## src/rtl/multicycle_ctrl_if.sv

```systemverilog
// Control bundle between the multicycle controller and the datapath.
// IR fields and flags flow in; datapath enables and status flow out.
interface multicycle_ctrl_if;
  logic [5:0] OP;
  logic [5:0] Funct;
  logic       Zero;
  logic       mem_ready;
  logic       PCWrite;
  logic       IRWrite;
  logic       IorD;
  logic       MemRead;
  logic       MemWrite;
  logic       RegDst;
  logic       Link;
  logic       ALUSrc;
  logic       MemtoReg;
  logic       RegWrite;
  logic       Jump;
  logic [1:0] ALUOp;
  logic [2:0] state;
  logic       illegal;
  logic       timeout;

  modport master (
    input  OP, Funct, Zero, mem_ready,
    output PCWrite, IRWrite, IorD,
    output MemRead, MemWrite, RegDst,
    output Link, ALUSrc, MemtoReg,
    output RegWrite, Jump, ALUOp,
    output state, illegal, timeout
  );

  modport slave (
    output OP, Funct, Zero, mem_ready,
    input  PCWrite, IRWrite, IorD,
    input  MemRead, MemWrite, RegDst,
    input  Link, ALUSrc, MemtoReg,
    input  RegWrite, Jump, ALUOp,
    input  state, illegal, timeout
  );
endinterface

```

## src/rtl/multicycle_ctrl.sv

```systemverilog
// Multicycle MIPS-subset controller: fetch/decode/exec/mem/wb
// sequencing over a shared memory port with timeout and illegal traps.
module multicycle_ctrl #(
  parameter int MEM_TIMEOUT = 15,
  parameter bit EN_JAL      = 1'b1
) (
  input logic          clk,
  input logic          reset,
  multicycle_ctrl_if.master bus
);

  localparam int CW = $clog2(MEM_TIMEOUT + 1);

  typedef enum logic [2:0] {
    FETCH  = 3'd0,
    DECODE = 3'd1,
    EXEC   = 3'd2,
    MEM    = 3'd3,
    WB     = 3'd4,
    TRAP   = 3'd7
  } state_t;

  typedef enum logic [2:0] {
    C_NONE, C_ADDU, C_SUBU, C_ORI,
    C_LW, C_SW, C_BEQ, C_JAL
  } cls_t;

  state_t        st, st_n;
  cls_t          cls, cls_n, dcls;
  logic [CW-1:0] cnt, cnt_n;
  logic          ill, ill_n;
  logic          tmo, tmo_n;
  logic          last;

  assign last = (cnt == CW'(MEM_TIMEOUT - 1));

  // classify the instruction register fields
  always_comb begin
    dcls = C_NONE;
    unique case (bus.OP)
      6'b000000: begin
        if (bus.Funct == 6'b100001)
          dcls = C_ADDU;
        else if (bus.Funct == 6'b100011)
          dcls = C_SUBU;
      end
      6'b001101: dcls = C_ORI;
      6'b100011: dcls = C_LW;
      6'b101011: dcls = C_SW;
      6'b000100: dcls = C_BEQ;
      6'b000011: if (EN_JAL) dcls = C_JAL;
      default:   dcls = C_NONE;
    endcase
  end

  // next state, wait counter and sticky traps
  always_comb begin
    st_n  = st;
    cls_n = cls;
    cnt_n = '0;
    ill_n = ill;
    tmo_n = tmo;
    unique case (st)
      FETCH, MEM: begin
        if (bus.mem_ready) begin
          if (st == FETCH)
            st_n = DECODE;
          else if (cls == C_LW)
            st_n = WB;
          else
            st_n = FETCH;
        end else if (last) begin
          st_n  = TRAP;
          tmo_n = 1'b1;
        end else begin
          cnt_n = cnt + CW'(1);
        end
      end
      DECODE: begin
        cls_n = dcls;
        if (dcls == C_NONE) begin
          st_n  = TRAP;
          ill_n = 1'b1;
        end else begin
          st_n = EXEC;
        end
      end
      EXEC: begin
        unique case (cls)
          C_ADDU, C_SUBU, C_ORI: st_n = WB;
          C_LW, C_SW:            st_n = MEM;
          default:               st_n = FETCH;
        endcase
      end
      WB:      st_n = FETCH;
      TRAP:    st_n = TRAP;
      default: st_n = FETCH;
    endcase
  end

  // state registers
  always_ff @(posedge clk or posedge reset) begin
    if (reset) begin
      st  <= FETCH;
      cls <= C_NONE;
      cnt <= '0;
      ill <= 1'b0;
      tmo <= 1'b0;
    end else begin
      st  <= st_n;
      cls <= cls_n;
      cnt <= cnt_n;
      ill <= ill_n;
      tmo <= tmo_n;
    end
  end

  // datapath enables, forced low while reset is held
  always_comb begin
    bus.PCWrite  = 1'b0;
    bus.IRWrite  = 1'b0;
    bus.IorD     = 1'b0;
    bus.MemRead  = 1'b0;
    bus.MemWrite = 1'b0;
    bus.RegDst   = 1'b0;
    bus.Link     = 1'b0;
    bus.ALUSrc   = 1'b0;
    bus.MemtoReg = 1'b0;
    bus.RegWrite = 1'b0;
    bus.Jump     = 1'b0;
    bus.ALUOp    = 2'b00;
    if (!reset) begin
      unique case (st)
        FETCH: begin
          bus.MemRead = 1'b1;
          bus.IRWrite = bus.mem_ready;
          bus.PCWrite = bus.mem_ready;
        end
        EXEC: begin
          unique case (cls)
            C_ADDU: bus.RegDst = 1'b1;
            C_SUBU: begin
              bus.RegDst = 1'b1;
              bus.ALUOp  = 2'b01;
            end
            C_ORI: begin
              bus.ALUSrc = 1'b1;
              bus.ALUOp  = 2'b10;
            end
            C_LW, C_SW: bus.ALUSrc = 1'b1;
            C_BEQ: begin
              bus.ALUOp   = 2'b01;
              bus.PCWrite = bus.Zero;
            end
            C_JAL: begin
              bus.Jump     = 1'b1;
              bus.PCWrite  = 1'b1;
              bus.Link     = 1'b1;
              bus.RegWrite = 1'b1;
            end
            default: ;
          endcase
        end
        MEM: begin
          bus.IorD     = 1'b1;
          bus.MemRead  = (cls == C_LW);
          bus.MemWrite = (cls == C_SW);
        end
        WB: begin
          bus.RegWrite = 1'b1;
          bus.RegDst   = (cls == C_ADDU) ||
                         (cls == C_SUBU);
          bus.MemtoReg = (cls == C_LW);
        end
        default: ;
      endcase
    end
  end

  assign bus.state   = st;
  assign bus.illegal = ill;
  assign bus.timeout = tmo;

endmodule

```

## src/flat_wrapper.sv

```systemverilog
// flat-port wrapper written by rule: the top's interface ports become plain ports
module multicycle_ctrl_flat 
#(
  parameter int MEM_TIMEOUT = 15,
  parameter bit EN_JAL      = 1'b1
)
  (clk, reset, bus_OP, bus_Funct, bus_Zero, bus_mem_ready, bus_PCWrite, bus_IRWrite, bus_IorD, bus_MemRead, bus_MemWrite, bus_RegDst, bus_Link, bus_ALUSrc, bus_MemtoReg, bus_RegWrite, bus_Jump, bus_ALUOp, bus_state, bus_illegal, bus_timeout);
  multicycle_ctrl_if bus_i ();
  input logic clk;
  input logic reset;
  input wire logic [$bits(bus_i.OP)-1:0] bus_OP;
  input wire logic [$bits(bus_i.Funct)-1:0] bus_Funct;
  input wire logic [$bits(bus_i.Zero)-1:0] bus_Zero;
  input wire logic [$bits(bus_i.mem_ready)-1:0] bus_mem_ready;
  output wire logic [$bits(bus_i.PCWrite)-1:0] bus_PCWrite;
  output wire logic [$bits(bus_i.IRWrite)-1:0] bus_IRWrite;
  output wire logic [$bits(bus_i.IorD)-1:0] bus_IorD;
  output wire logic [$bits(bus_i.MemRead)-1:0] bus_MemRead;
  output wire logic [$bits(bus_i.MemWrite)-1:0] bus_MemWrite;
  output wire logic [$bits(bus_i.RegDst)-1:0] bus_RegDst;
  output wire logic [$bits(bus_i.Link)-1:0] bus_Link;
  output wire logic [$bits(bus_i.ALUSrc)-1:0] bus_ALUSrc;
  output wire logic [$bits(bus_i.MemtoReg)-1:0] bus_MemtoReg;
  output wire logic [$bits(bus_i.RegWrite)-1:0] bus_RegWrite;
  output wire logic [$bits(bus_i.Jump)-1:0] bus_Jump;
  output wire logic [$bits(bus_i.ALUOp)-1:0] bus_ALUOp;
  output wire logic [$bits(bus_i.state)-1:0] bus_state;
  output wire logic [$bits(bus_i.illegal)-1:0] bus_illegal;
  output wire logic [$bits(bus_i.timeout)-1:0] bus_timeout;
  assign bus_i.OP = bus_OP;
  assign bus_i.Funct = bus_Funct;
  assign bus_i.Zero = bus_Zero;
  assign bus_i.mem_ready = bus_mem_ready;
  assign bus_PCWrite = bus_i.PCWrite;
  assign bus_IRWrite = bus_i.IRWrite;
  assign bus_IorD = bus_i.IorD;
  assign bus_MemRead = bus_i.MemRead;
  assign bus_MemWrite = bus_i.MemWrite;
  assign bus_RegDst = bus_i.RegDst;
  assign bus_Link = bus_i.Link;
  assign bus_ALUSrc = bus_i.ALUSrc;
  assign bus_MemtoReg = bus_i.MemtoReg;
  assign bus_RegWrite = bus_i.RegWrite;
  assign bus_Jump = bus_i.Jump;
  assign bus_ALUOp = bus_i.ALUOp;
  assign bus_state = bus_i.state;
  assign bus_illegal = bus_i.illegal;
  assign bus_timeout = bus_i.timeout;
  multicycle_ctrl #(.MEM_TIMEOUT(MEM_TIMEOUT), .EN_JAL(EN_JAL)) u_core (.clk(clk), .reset(reset), .bus(bus_i));
endmodule
```

## config.mk

```make
export PLATFORM = sky130hd
export DESIGN_NAME = multicycle_ctrl_flat
export DESIGN_NICKNAME = d
export VERILOG_FILES = /design/src/rtl/multicycle_ctrl_if.sv /design/src/rtl/multicycle_ctrl.sv /design/src/flat_wrapper.sv
export SDC_FILE = /design/constraint.sdc
export NUM_CORES = 1
export LEC_CHECK = 0
export ABC_AREA = 1
export BUFFER_PORTS_ARGS = -buffer_cell sky130_fd_sc_hd__buf_2
export CORE_UTILIZATION = 51
export DETAILED_ROUTE_END_ITERATION = 12
export PLACE_DENSITY = 0.8
export SYNTH_ARGS = -nofsm -noshare
export SYNTH_HDL_FRONTEND = slang
export SYNTH_SLANG_ARGS = --single-unit
```

## constraint.sdc

```tcl
create_clock -name clk -period 3.96 [get_ports clk]
set_clock_uncertainty 0.15 [all_clocks]
set_input_delay 0.396 -clock clk [delete_from_list [all_inputs] [get_ports clk]]
set_output_delay 0.396 -clock clk [all_outputs]
set_load 0.1 [all_outputs]
```

==> key figures, run 1 <==
STA
  – RSZ-0062 raised after global routing: false
  – Setup ws final: between 1000 and 1500 ps
  – Setup TNS: 0 ps
  – Final setup vio count: 0
  – Final min period: 2530 ps
  – Tcrit/Tclk final: 0.640
  – Final Max Tran Viols: 0
  – Hold Vio Cnt, Final: 0
  – Worst Max-Slew Pin Slew: 494 ps
  – Max Fclk: between 300 and 400 MHz
  – Max transition margin: 0.670

Drt
  – DRT iter0 DRCs: 32
  – Mean number of vias per cell: 5.11
  – DRT Pass-1 Iters: 9
  – Drt wl/cell: a little over 10 µm
  – Final ANT Viol Nets: 0
  – Routed vias: about 950
  – DRC: 8
  – Final wirelength: between 1500 and 2000 µm

Yosys
  – Syn Std Cell Area: a little under 900 µm²
  – Warnings from Yosys: 0
  – Number of flops mapped to enable cells by yosys: 0
  – Main combinational cell family by area after synthesis: simple AND/OR/NAND/NOR gates
  – Post-Synth Simple-Gate Area: 0.408
  – Synth Net Count: ~150
  – Synth Area in Adders: 0.0286
  – Sequential cell area fraction in the yosys report: 0.343
  – Synthesized instance count: ~140
  – Multiplexer share of the synthesized area: 0
  – Avg Inst Size Synth: between 6 and 7 µm²
  – XOR/XNOR share of the synthesized area: 0.0200
  – Post-synth cell types: 25
  – Fraction of registers with async set/reset: 1.00
  – Post-synthesis compound-gate area fraction: 0.0844
  – Yosys reg bits: 12
  – Ys flop type: dfrtp_1

Run status
  – Status: finished, violations left
  – Violated checks: design-rule violations

Critical path
  – Crit-path max FO: 6
  – Crit end category: primary output
  – R2R cell count: 8
  – Critical path arrival: between 1500 and 2000 ps
  – Worst path required time: ~3400 ps
  – RR Startpoint: u_core.bus.state[1]
  – Reg2Reg Setup Slack: 2400 ps
  – Type of origin of the critical path: register
  – Reg2reg end: u_core.bus.state[0]
  – Critical path type: reg2out

Finish
  – NumNets Final: 189
  – # fillers: 131
  – Final core occ: 0.714
  – Area delta synth->final: 27.3%
  – Fin cells: 186
  – Share of post-route cells with drive strength above 1: 0.282
  – Ant diodes: 0

Clock network
  – Post-CTS Setup Repair Bufs: 0
  – Clk Latency, worst-skew pair: around 270 ps
  – Clock sink count: 12
  – CTS tree: yes
  – Clock slew at reported path FFs: 80 ps
  – H-tree Lvls: 1
  – Post-cts gate resize count: 0
  – Max clock buf depth: 2
  – CTS buffer count: 3
  – CTS hold repair buffers: 0
  – CTS root buffer: clkbuf_4

Global route
  – Vias in the first global route: roughly 800
  – Grt total ovfl: 0
  – Largest net degree at the start of global routing: 14
  – First-pass GRT wire length: between 3000 and 4000 µm
  – Total track usage: 0.231
  – Initial antenna violation count: 0

Placement
  – Place WS: between 1500 and 2000 ps
  – Port Buffer Count: 33
  – DP Wirelength: 1540 µm
  – Gpl congestion: 0.850
  – Placed insts: approximately 180

Power
  – Pwr Total: 0.774 mW
  – Max VDD drop: approximately 380 µV
  – P per Cell Area: approximately 700 nW/µm²
  – Leakage: about 0.65 nW

Floorplanning
  – # IOs: 34
  – Row count: 14
  – Starting Density: 0.561
  – Die Ht: between 40 and 50 µm
  – Die Wd: 43.4 µm
  – Die area: between 1500 and 2000 µm²
  – Core area: 1560 µm²

Hold path
  – Worst min path class: in2async

Run
  – Max-Cap Viols: 0
critical path: stages (launching register included):
cell and delay, ps:
dfrtp_1 440, inv_1 140, nand3_1 230, inv_1 160, nand3_1 80, o22a_1 160
nor2_1 80, buf_2 430
through the flow:
stage                     cell area (µm²)  hold WS [ps]
after floorplan                       903           119
after global placement               1080           295
after detailed placement             1080           314
after CTS                            1110           112
after global routing                 1110           157
final                                1110           102
worst max path at each step:
stage	slack, ps	endpoint	startpoint
floorplan	8	bus_Link	u_core.bus.state[1]
global placement	1760	bus_RegDst	reset
detailed placement	1690	bus_RegDst	reset
CTS	1420	bus_PCWrite	u_core.bus.state[2]
global route	1240	bus_PCWrite	u_core.bus.state[2]
finish	1430	bus_PCWrite	u_core.bus.state[2]
sequential cells by signal (all words and copies together), names as in the netlist:
signal,flops
u_core.cls,3
u_core.cnt,4
u_core.bus.timeout,1
u_core.bus.illegal,1
u_core.bus.state,3
cell type report:
cell class / count / area, µm² / share of cell area
inverter: 24 / 90.1 / 0.0809
multi-input combinational: 97 / 502 / 0.451
timing repair buffer: 33 / 165 / 0.148
tap: 16 / 20.0 / 0.0180
sequential: 12 / 300 / 0.270
clock buffer: 4 / 36.3 / 0.0326
synthesized netlist by cell type (all sizes together), types with 2 or more instances:
cell   instances  share of area
a21oi          5          0.029
dfrtp         12           0.34
ha             2          0.029
inv           23          0.099
nand2         29           0.13
nand3         13          0.074
nor2          29           0.13
nor3           4          0.036
nor4           3          0.021
o21ai          5          0.029
cells by family after synthesis:
kind of cell / Yosys count
fa+ha+maj: 2
xor+xnor: 2
flops: 12
simple gates: 80
buf+inv: 26
compound gates: 13
power by group:
group / total (mW) / leakage, nW / internal (mW) / switching (mW)
Sequential: 0.202 / 0.154 / 0.156 / 0.0455
Combinational: 0.476 / 0.473 / 0.0949 / 0.381
Clock: 0.0966 / 0.0210 / 0.0558 / 0.0408
Total: 0.774 / 0.648 / 0.307 / 0.467
layer usage:
| metal | GRT usage | vias up | wire, µm |
|---|---|---|---|
| met5 | 0 | - | 0 |
| met3 | 0.0292 | 0 | 107 |
| met4 | 0.0563 | 0 | 0 |
| met1 | 0.313 | 420 | 899 |
| met2 | 0.394 | 37 | 870 |
| li1 | - | 494 | - |
layout by cell type (no fill, tap or decap), types with 2 or more instances in the layout:
cell	count
nor4_2	3
nand2_2	2
nor3_1	2
a21oi_1	5
buf_2	33
nor2_1	27
dfrtp_1	12
nand3_1	13
nor2_2	2
inv_1	22
clkbuf_4	3
nand2_1	27
ha_1	2
o21ai_0	4
Power figures use the tool's default switching activity.
==> inputs of run 2 (changes only) <==
Settings changed: ABC_AREA 1 to 0, CORE_UTILIZATION 51 to 48, PLACE_DENSITY 0.8 to 0.75.
Clock period 3.96 ns to 2.6 ns, I/O delays scaled along.
==> run 2 against run 1 <==
  * The run now ends clean
  * Clock-buffer cell count stayed put
  * Register-to-register slack worse by 1500 ps
  * Sequential share of layout area is 1.7 points lower
  * Power is 74% higher
  * Critical path depth is 1 lower
  * Area after synthesis is 5.3% higher
  * Non-clock buffer count is 1 higher
  * Combinational power is 65% higher
  * Hold slack better by 67 ps
  * Largest cell class unchanged
==> key figures, run 2 <==
Run status
  – Status: completed

Placement
  – Port Buffer Count: 33 (unchanged)
  – Place WS: 518 ps (-1170 ps)
  – Gpl congestion: 0.872 (+2.6%)
  – Placement Cell Area: 1170 µm² (+9.1%)
  – DP Wirelength: 1600 µm (+3.4%)

Yosys
  – Main combinational cell family by area after synthesis: simple AND/OR/NAND/NOR gates
  – Synthesized instance count: 111 (-18%)
  – Syn Std Cell Area: 921 µm² (+5.3%)
  – Dominant cells by area after synthesis: dfrtp_1, nor2_1, inv_1
  – Post-Synth Simple-Gate Area: 0.319 (-0.0884)
  – Synth Area in Adders: 0.0272 (-0.00144)
  – Ys flop type: dfrtp_1
  – Post-synth top cells: dfrtp_1, nor2_1, inv_1
  – Number of flops mapped to enable cells by yosys: 0 (unchanged)
  – Yosys top cell by area: dfrtp_1
  – Post-synthesis compound-gate area fraction: 0.194 (+0.110)
  – Warnings from Yosys: 0 (unchanged)
  – Avg Inst Size Synth: 8.30 µm² (+28%)
  – Top-area cell type share of the netlist area: 0.326 (-0.0173)
  – Fraction of registers with async set/reset: 1.00 (unchanged)
  – Sequential cell area fraction in the yosys report: 0.326 (-0.0173)
  – Multiplexer share of the synthesized area: 0.0217 (+0.0217)
  – Synth Net Count: 129 (-16%)
  – Yosys reg bits: 12 (unchanged)
  – Post-synth cell types: 39 (+56%)
  – XOR/XNOR share of the synthesized area: 0.0476 (+0.0275)

STA
  – Max transition margin: 0.676 (+0.00567)
  – RSZ-0062 raised after global routing: false
  – Hold Vio Cnt, Final: 0 (unchanged)
  – Final setup vio count: 0 (unchanged)
  – Max Fclk: 394 MHz
  – Tcrit/Tclk final: 0.975
  – Final Max Tran Viols: 0 (unchanged)
  – Worst Max-Slew Pin Slew: 489 ps (-4.59 ps)
  – Final min period: between 2000 and 3000 ps
  – Setup ws final: 64.5 ps (-1360 ps)

Global route
  – Met3 Track Usage GR: 0.0595 (+0.0304)
  – Met1 GRT Util: 0.322 (+0.00843)
  – Vias in the first global route: 768 (-6.2%)
  – First-pass GRT wire length: 3410 µm (+3.6%)
  – Met2 usage: 0.343 (-0.0511)
  – Grt total ovfl: 0 (unchanged)
  – Total track usage: 0.226 (-0.00431)
  – Largest net degree at the start of global routing: 17 (+3)
  – Initial antenna violation count: 0 (unchanged)
  – Most Used Layer, Global Route: met2

Drt
  – Final ANT Viol Nets: 0 (unchanged)
  – Mean number of vias per cell: 5.46 (+6.8%)
  – DRT Pass-1 Iters: 4 (-5)
  – DRT iter0 DRCs: 14 (-56%)
  – Final wirelength: 2090 µm (+11%)
  – Drt wl/cell: 12.4 µm (+23%)
  – DRC: 0 (-8)
  – Routed vias: 917 (-3.6%)

Finish
  – Max reg flops: 4 (unchanged)
  – NumNets Final: 162 (-14%)
  – Area delta synth->final: 32.6%
  – Ant diodes: 0 (unchanged)
  – Share of post-route cells with drive strength above 1: 0.364 (+0.0813)
  – Most common cell after layout, fill and taps aside: buf_2
  – Largest register by flop count: u_core.cnt
  – Area of the multi-input gates: 639 µm² (+27%)
  – # fillers: 169 (+29%)
  – Commonest non-fill, non-tap cells in the layout: buf_2, nor2_1, dfrtp_1
  – Final instance area: 1220 µm² (+9.7%)
  – Storage cell area: 309 µm² (+2.9%)

Critical path
  – Critical path arrival: 2130 ps (+140 ps)
  – Reg2Reg Setup Slack: 940 ps (-1460 ps)
  – Crit-path max FO: 7 (+1)
  – Crit end category: primary output
  – Worst path required time: 2190 ps (-1220 ps)
  – Critical path type: in2out
  – Type of origin of the critical path: input pin

Run
  – Max-Cap Viols: 0 (unchanged)

Power
  – P per Cell Area: 1100 nW/µm² (+59%)
  – Leakage: 0.572 nW (-12%)
  – Max VDD drop: 840 µV (+120%)

Floorplanning
  – Core area: 1760 µm² (+13%)
  – # IOs: 34 (unchanged)
  – Row count: 15 (+1)
  – Starting Density: 0.522 (-0.0390)
  – Die Ht: 45.8 µm (+5.5%)
  – Die Wd: 45.8 µm (+5.5%)
  – Die area: 2100 µm² (+11%)

Clock network
  – CTS root buffer: clkbuf_4
  – CTS buffer count: 3 (unchanged)
  – CTS tree: yes
  – Clock slew at reported path FFs: 70 ps (about the same)
  – H-tree Lvls: 1 (unchanged)
  – Max clock buf depth: 2 (unchanged)
  – Clock sink count: 12 (unchanged)
  – Clk Latency, worst-skew pair: 270 ps (about the same)
  – Post-CTS Setup Repair Bufs: 0 (unchanged)

Hold path
  – Worst min path class: in2reg
==> run 2: cell types whose count changed after synthesis, sizes merged, moves of 3 or more <==
cell,delta
nand2b,+3
nand2,-22
o211ai,+3
nand3,-9
nor3b,+4
nor2,-17
inv,-15
nor4b,+3
==> run 2: cell families (layout without fill, tap and decap cells) <==
logic type,count (synthesis),count (layout)
buf+inv,14,46
flops,12,12
compound gates,25,25
xor+xnor,5,5
mux,2,2
simple gates,51,51
fa+ha+maj,2,2
==> run 2: critical path: stages <==
cell and delay (ps):
dlygate4sd3_1 540, buf_2 190, nor3_1 290, nand3_1 210, nor3b_4 190, buf_2 440
==> run 2: final cells by class <==
class | instances | area share
tap | 25 | 0.0256
timing repair buffer | 34 | 0.143
sequential | 12 | 0.253
multi-input combinational | 85 | 0.524
inverter | 8 | 0.0246
clock buffer | 4 | 0.0297
==> run 2: final timing paths <==
check | start | endpoint | cells past startpoint
max reg2reg | u_core.bus.state[1] | u_core.bus.state[2] | 4
min in group asynchronous | reset | u_core.bus.state[1] | 3
max | reset | bus_ALUOp[1] | 6
min reg2reg | u_core.bus.illegal | u_core.bus.illegal | 1
max in group asynchronous | reset | u_core.bus.state[2] | 3
min | bus_Funct[1] | u_core.cls[0] | 3
==> run 2: timing repair <==
action,4_1_cts,5_1_grt
gates resized for setup,0,0
hold buffers,1,0
endpoints found under the hold margin,12,0
==> run 2: through the flow <==
stage	cells	setup TNS, ps	hold slack (ps)	util	power [mW]
floorplan	111	-282	-25.3	-	1.08
global placement	163	0	244	0.666	1.19
detailed placement	163	0	244	0.666	1.20
CTS	168	0	165	0.692	1.36
global route	168	0	180	0.692	1.44
finish	168	0	170	0.692	1.35
==> run 2: layer usage <==
layer | part of all wire | vias to the layer above
met3 | 0.042 | 0
met5 | 0 | -
met1 | 0.49 | 425
li1 | - | 466
met4 | 0 | 0
met2 | 0.47 | 26
==> run 2: report_power, final <==
group | total (mW) | internal (mW) | switching [mW] | leakage (nW)
sequential | 0.418 | 0.250 | 0.168 | 0.149
clock | 0.144 | 0.0850 | 0.0591 | 0.0210
combinational | 0.787 | 0.221 | 0.566 | 0.402
total | 1.35 | 0.556 | 0.793 | 0.572
==> inputs of run 3 (changes only) <==
Settings changed: CELL_PAD_IN_SITES_DETAIL_PLACEMENT from default to 2, CELL_PAD_IN_SITES_GLOBAL_PLACEMENT from default to 2, CORE_ASPECT_RATIO from default to 0.6, CORE_UTILIZATION 48 to 27, HOLD_SLACK_MARGIN from default to 0.02.
==> run 3 against run 2 <==
  * Sequential power grew 6.0%
  * Utilization fell by 28 points
  * Maximum frequency grew 4.4%
  * Sequential cell count unchanged
  * Via count grew 9.5%
  * Cell count increased by 10%
  * Worst setup slack better by 110 ps
  * Hold slack gained 37 ps
  * Register-to-register slack worse by 140 ps
  * Sequential share of layout area down 0.85 points
  * Global-route usage fell by 1.7 points
  * Critical path type unchanged
  * Largest cell class unchanged
==> key figures, run 3 (synthesis results as in run 2) <==
Run status
  – Status: completed

Critical path
  – Critical path type: in2out
  – Type of origin of the critical path: input pin
  – Worst path required time: 2190 ps (about the same)
  – Worst path buffer plus inverter count: 3 (unchanged)
  – Crit-path max FO: 7 (unchanged)
  – Critical Path Max Stage Delay: 530 ps (about the same)
  – Crit-path slowest cell: dlygate4sd3_1
  – Crit path max-delay family: buffers and inverters
  – Reg2reg end: u_core.bus.state[2]
  – Critical path arrival: 2020 ps (-110 ps)
  – Crit end category: primary output
  – Crit path cell chain: dlygate4sd3_1 > buf_2 > nor3_1 > nand3_1 > nor3b_4 > clkbuf_4
  – RR Startpoint: u_core.bus.state[0]
  – Reg2Reg Setup Slack: 800 ps (-140 ps)
  – R2R cell count: 4 (unchanged)

Drt
  – DRC: 0 (unchanged)
  – Final ANT Viol Nets: 0 (unchanged)
  – Mean number of vias per cell: 5.43 (-0.57%)
  – Drt wl/cell: 18.1 µm (+46%)
  – DRT Pass-1 Iters: 4 (unchanged)
  – Final wirelength: 3350 µm (+61%)
  – DRT iter0 DRCs: 61 (+47)
  – Routed vias: 1004 (+9.5%)

Floorplanning
  – Die Wd: 77.4 µm (+69%)
  – Row count: 15 (unchanged)
  – Die area: 3660 µm² (+74%)
  – Starting Density: 0.301 (-0.221)
  – Core area: 3060 µm² (+73%)
  – Die Ht: 47.2 µm (+3.1%)
  – # IOs: 34 (unchanged)

Global route
  – Initial antenna violation count: 0 (unchanged)
  – Grt total ovfl: 0 (unchanged)
  – Vias in the first global route: 1024 (+33%)
  – Largest net degree at the start of global routing: 17 (unchanged)
  – First-pass GRT wire length: 5660 µm (+66%)
  – Total track usage: 0.209 (-0.0169)

STA
  – Final Max Tran Viols: 0 (unchanged)
  – Setup TNS: 0 ps (unchanged)
  – Worst Hold Margin: 207 ps (+37.3 ps)
  – Final min period: 2430 ps (-107 ps)
  – Final setup vio count: 0 (unchanged)
  – Hold Vio Cnt, Final: 0 (unchanged)
  – RSZ-0062 raised after global routing: false
  – Max Fclk: 412 MHz (+4.4%)
  – Tcrit/Tclk final: 0.934 (-0.0413)
  – Worst Max-Slew Pin Slew: 608 ps (+119 ps)
  – Max transition margin: 0.593 (-0.0833)

Hold path
  – Hold path depth: 3 (unchanged)
  – Worst min path class: in2reg
  – WHS Endpoint: u_core.cls[0]
  – Worst Hold Launch: bus_Funct[1]

Placement
  – Gpl congestion: 0.729 (-16%)
  – Placement Cell Area: 1200 µm² (+1.8%)
  – Port Buffer Count: 33 (unchanged)
  – DP Wirelength: 2600 µm (+63%)

Power
  – Leakage: 0.579 nW (+1.2%)
  – Max VDD drop: 570 µV (-32%)
  – P per Cell Area: 1150 nW/µm² (+4.1%)
  – Pwr Total: 1.45 mW (+7.7%)

Finish
  – NumNets Final: 162 (unchanged)
  – Final instance area: 1260 µm² (+3.5%)
  – Commonest non-fill, non-tap cells in the layout: buf_2, nor2_1, dfrtp_1
  – Most common cell after layout, fill and taps aside: buf_2
  – Ant diodes: 0 (unchanged)
  – Largest register by flop count: u_core.cnt
  – Share of post-route cells with drive strength above 1: 0.364 (unchanged)
  – Max reg flops: 4 (unchanged)
  – Area delta synth->final: 37.2%

Clock network
  – CTS root buffer: clkbuf_8
  – Post-CTS Setup Repair Bufs: 0 (unchanged)
  – Max clock buf depth: 2 (unchanged)
  – Clock slew at reported path FFs: 50 ps (-20 ps)
  – Clock sink count: 12 (unchanged)
  – CTS tree: yes
  – Clk Latency, worst-skew pair: 240 ps (-30 ps)
  – H-tree Lvls: 1 (unchanged)
  – CTS buffer count: 3 (unchanged)

Run
  – Max-Cap Viols: 0 (unchanged)
[run 3: cell count changes in the layout (fill, tap and decap cells not counted), sizes merged]
cell	change
buf	-1
clkbuf	+1
[run 3: final cells by class]
cell class	count	area, µm²
Clock buffer	4	55.1
Fill cell	356	1800
Inverter	8	30.0
Multi-Input combinational cell	85	639
Sequential cell	12	309
Tap cell	42	52.6
Timing Repair Buffer	34	178
[run 3: metrics by stage]
step	worst slack, ps	util	std cells
6_report	172	0.413	185
5_1_grt	39.0	0.413	185
4_1_cts	67.6	0.412	185
3_5_place_dp	504	0.391	180
3_3_place_gp	545	0.391	180
2_1_floorplan	-151	-	111
[run 3: power by group]
| part | leakage (nW) | switching (mW) | total [mW] | internal, mW |
|---|---|---|---|---|
| clock | 0.0288 | 0.0668 | 0.200 | 0.134 |
| sequential | 0.149 | 0.193 | 0.443 | 0.250 |
| combinational | 0.401 | 0.587 | 0.809 | 0.222 |
| total | 0.579 | 0.847 | 1.45 | 0.606 |
[run 3: what timing repair did]
item                                    CTS  global route
endpoints found under the hold margin    12             0
endpoints found under the setup margin    0             1
resized for setup                         0             1
hold buffers                              1             0
[run 3: worst max path at each step]
stage	cells after the start	to	start
6_report	6	bus_ALUOp[1]	reset
5_1_grt	6	bus_ALUOp[1]	reset
4_1_cts	6	bus_ALUOp[1]	reset
3_5_place_dp	4	bus_ALUOp[1]	u_core.bus.state[2]
3_3_place_gp	5	bus_MemRead	u_core.cls[1]
2_1_floorplan	4	bus_MemWrite	u_core.bus.state[1]
[run 3: metal layers]
metal	wire, µm	track usage	vias to the layer above	part of all wire
li1	-	-	463	-
met1	1720	0.301	518	0.51
met2	1480	0.327	21	0.44
met3	134	0.0602	2	0.040
met4	11	0.0151	0	0.0033
met5	0	0	-	0
[run 3: tightest hold or removal path, stage by stage]
cell and delay, ps:
buf_2 90, o211ai_1 100, o21a_1 110
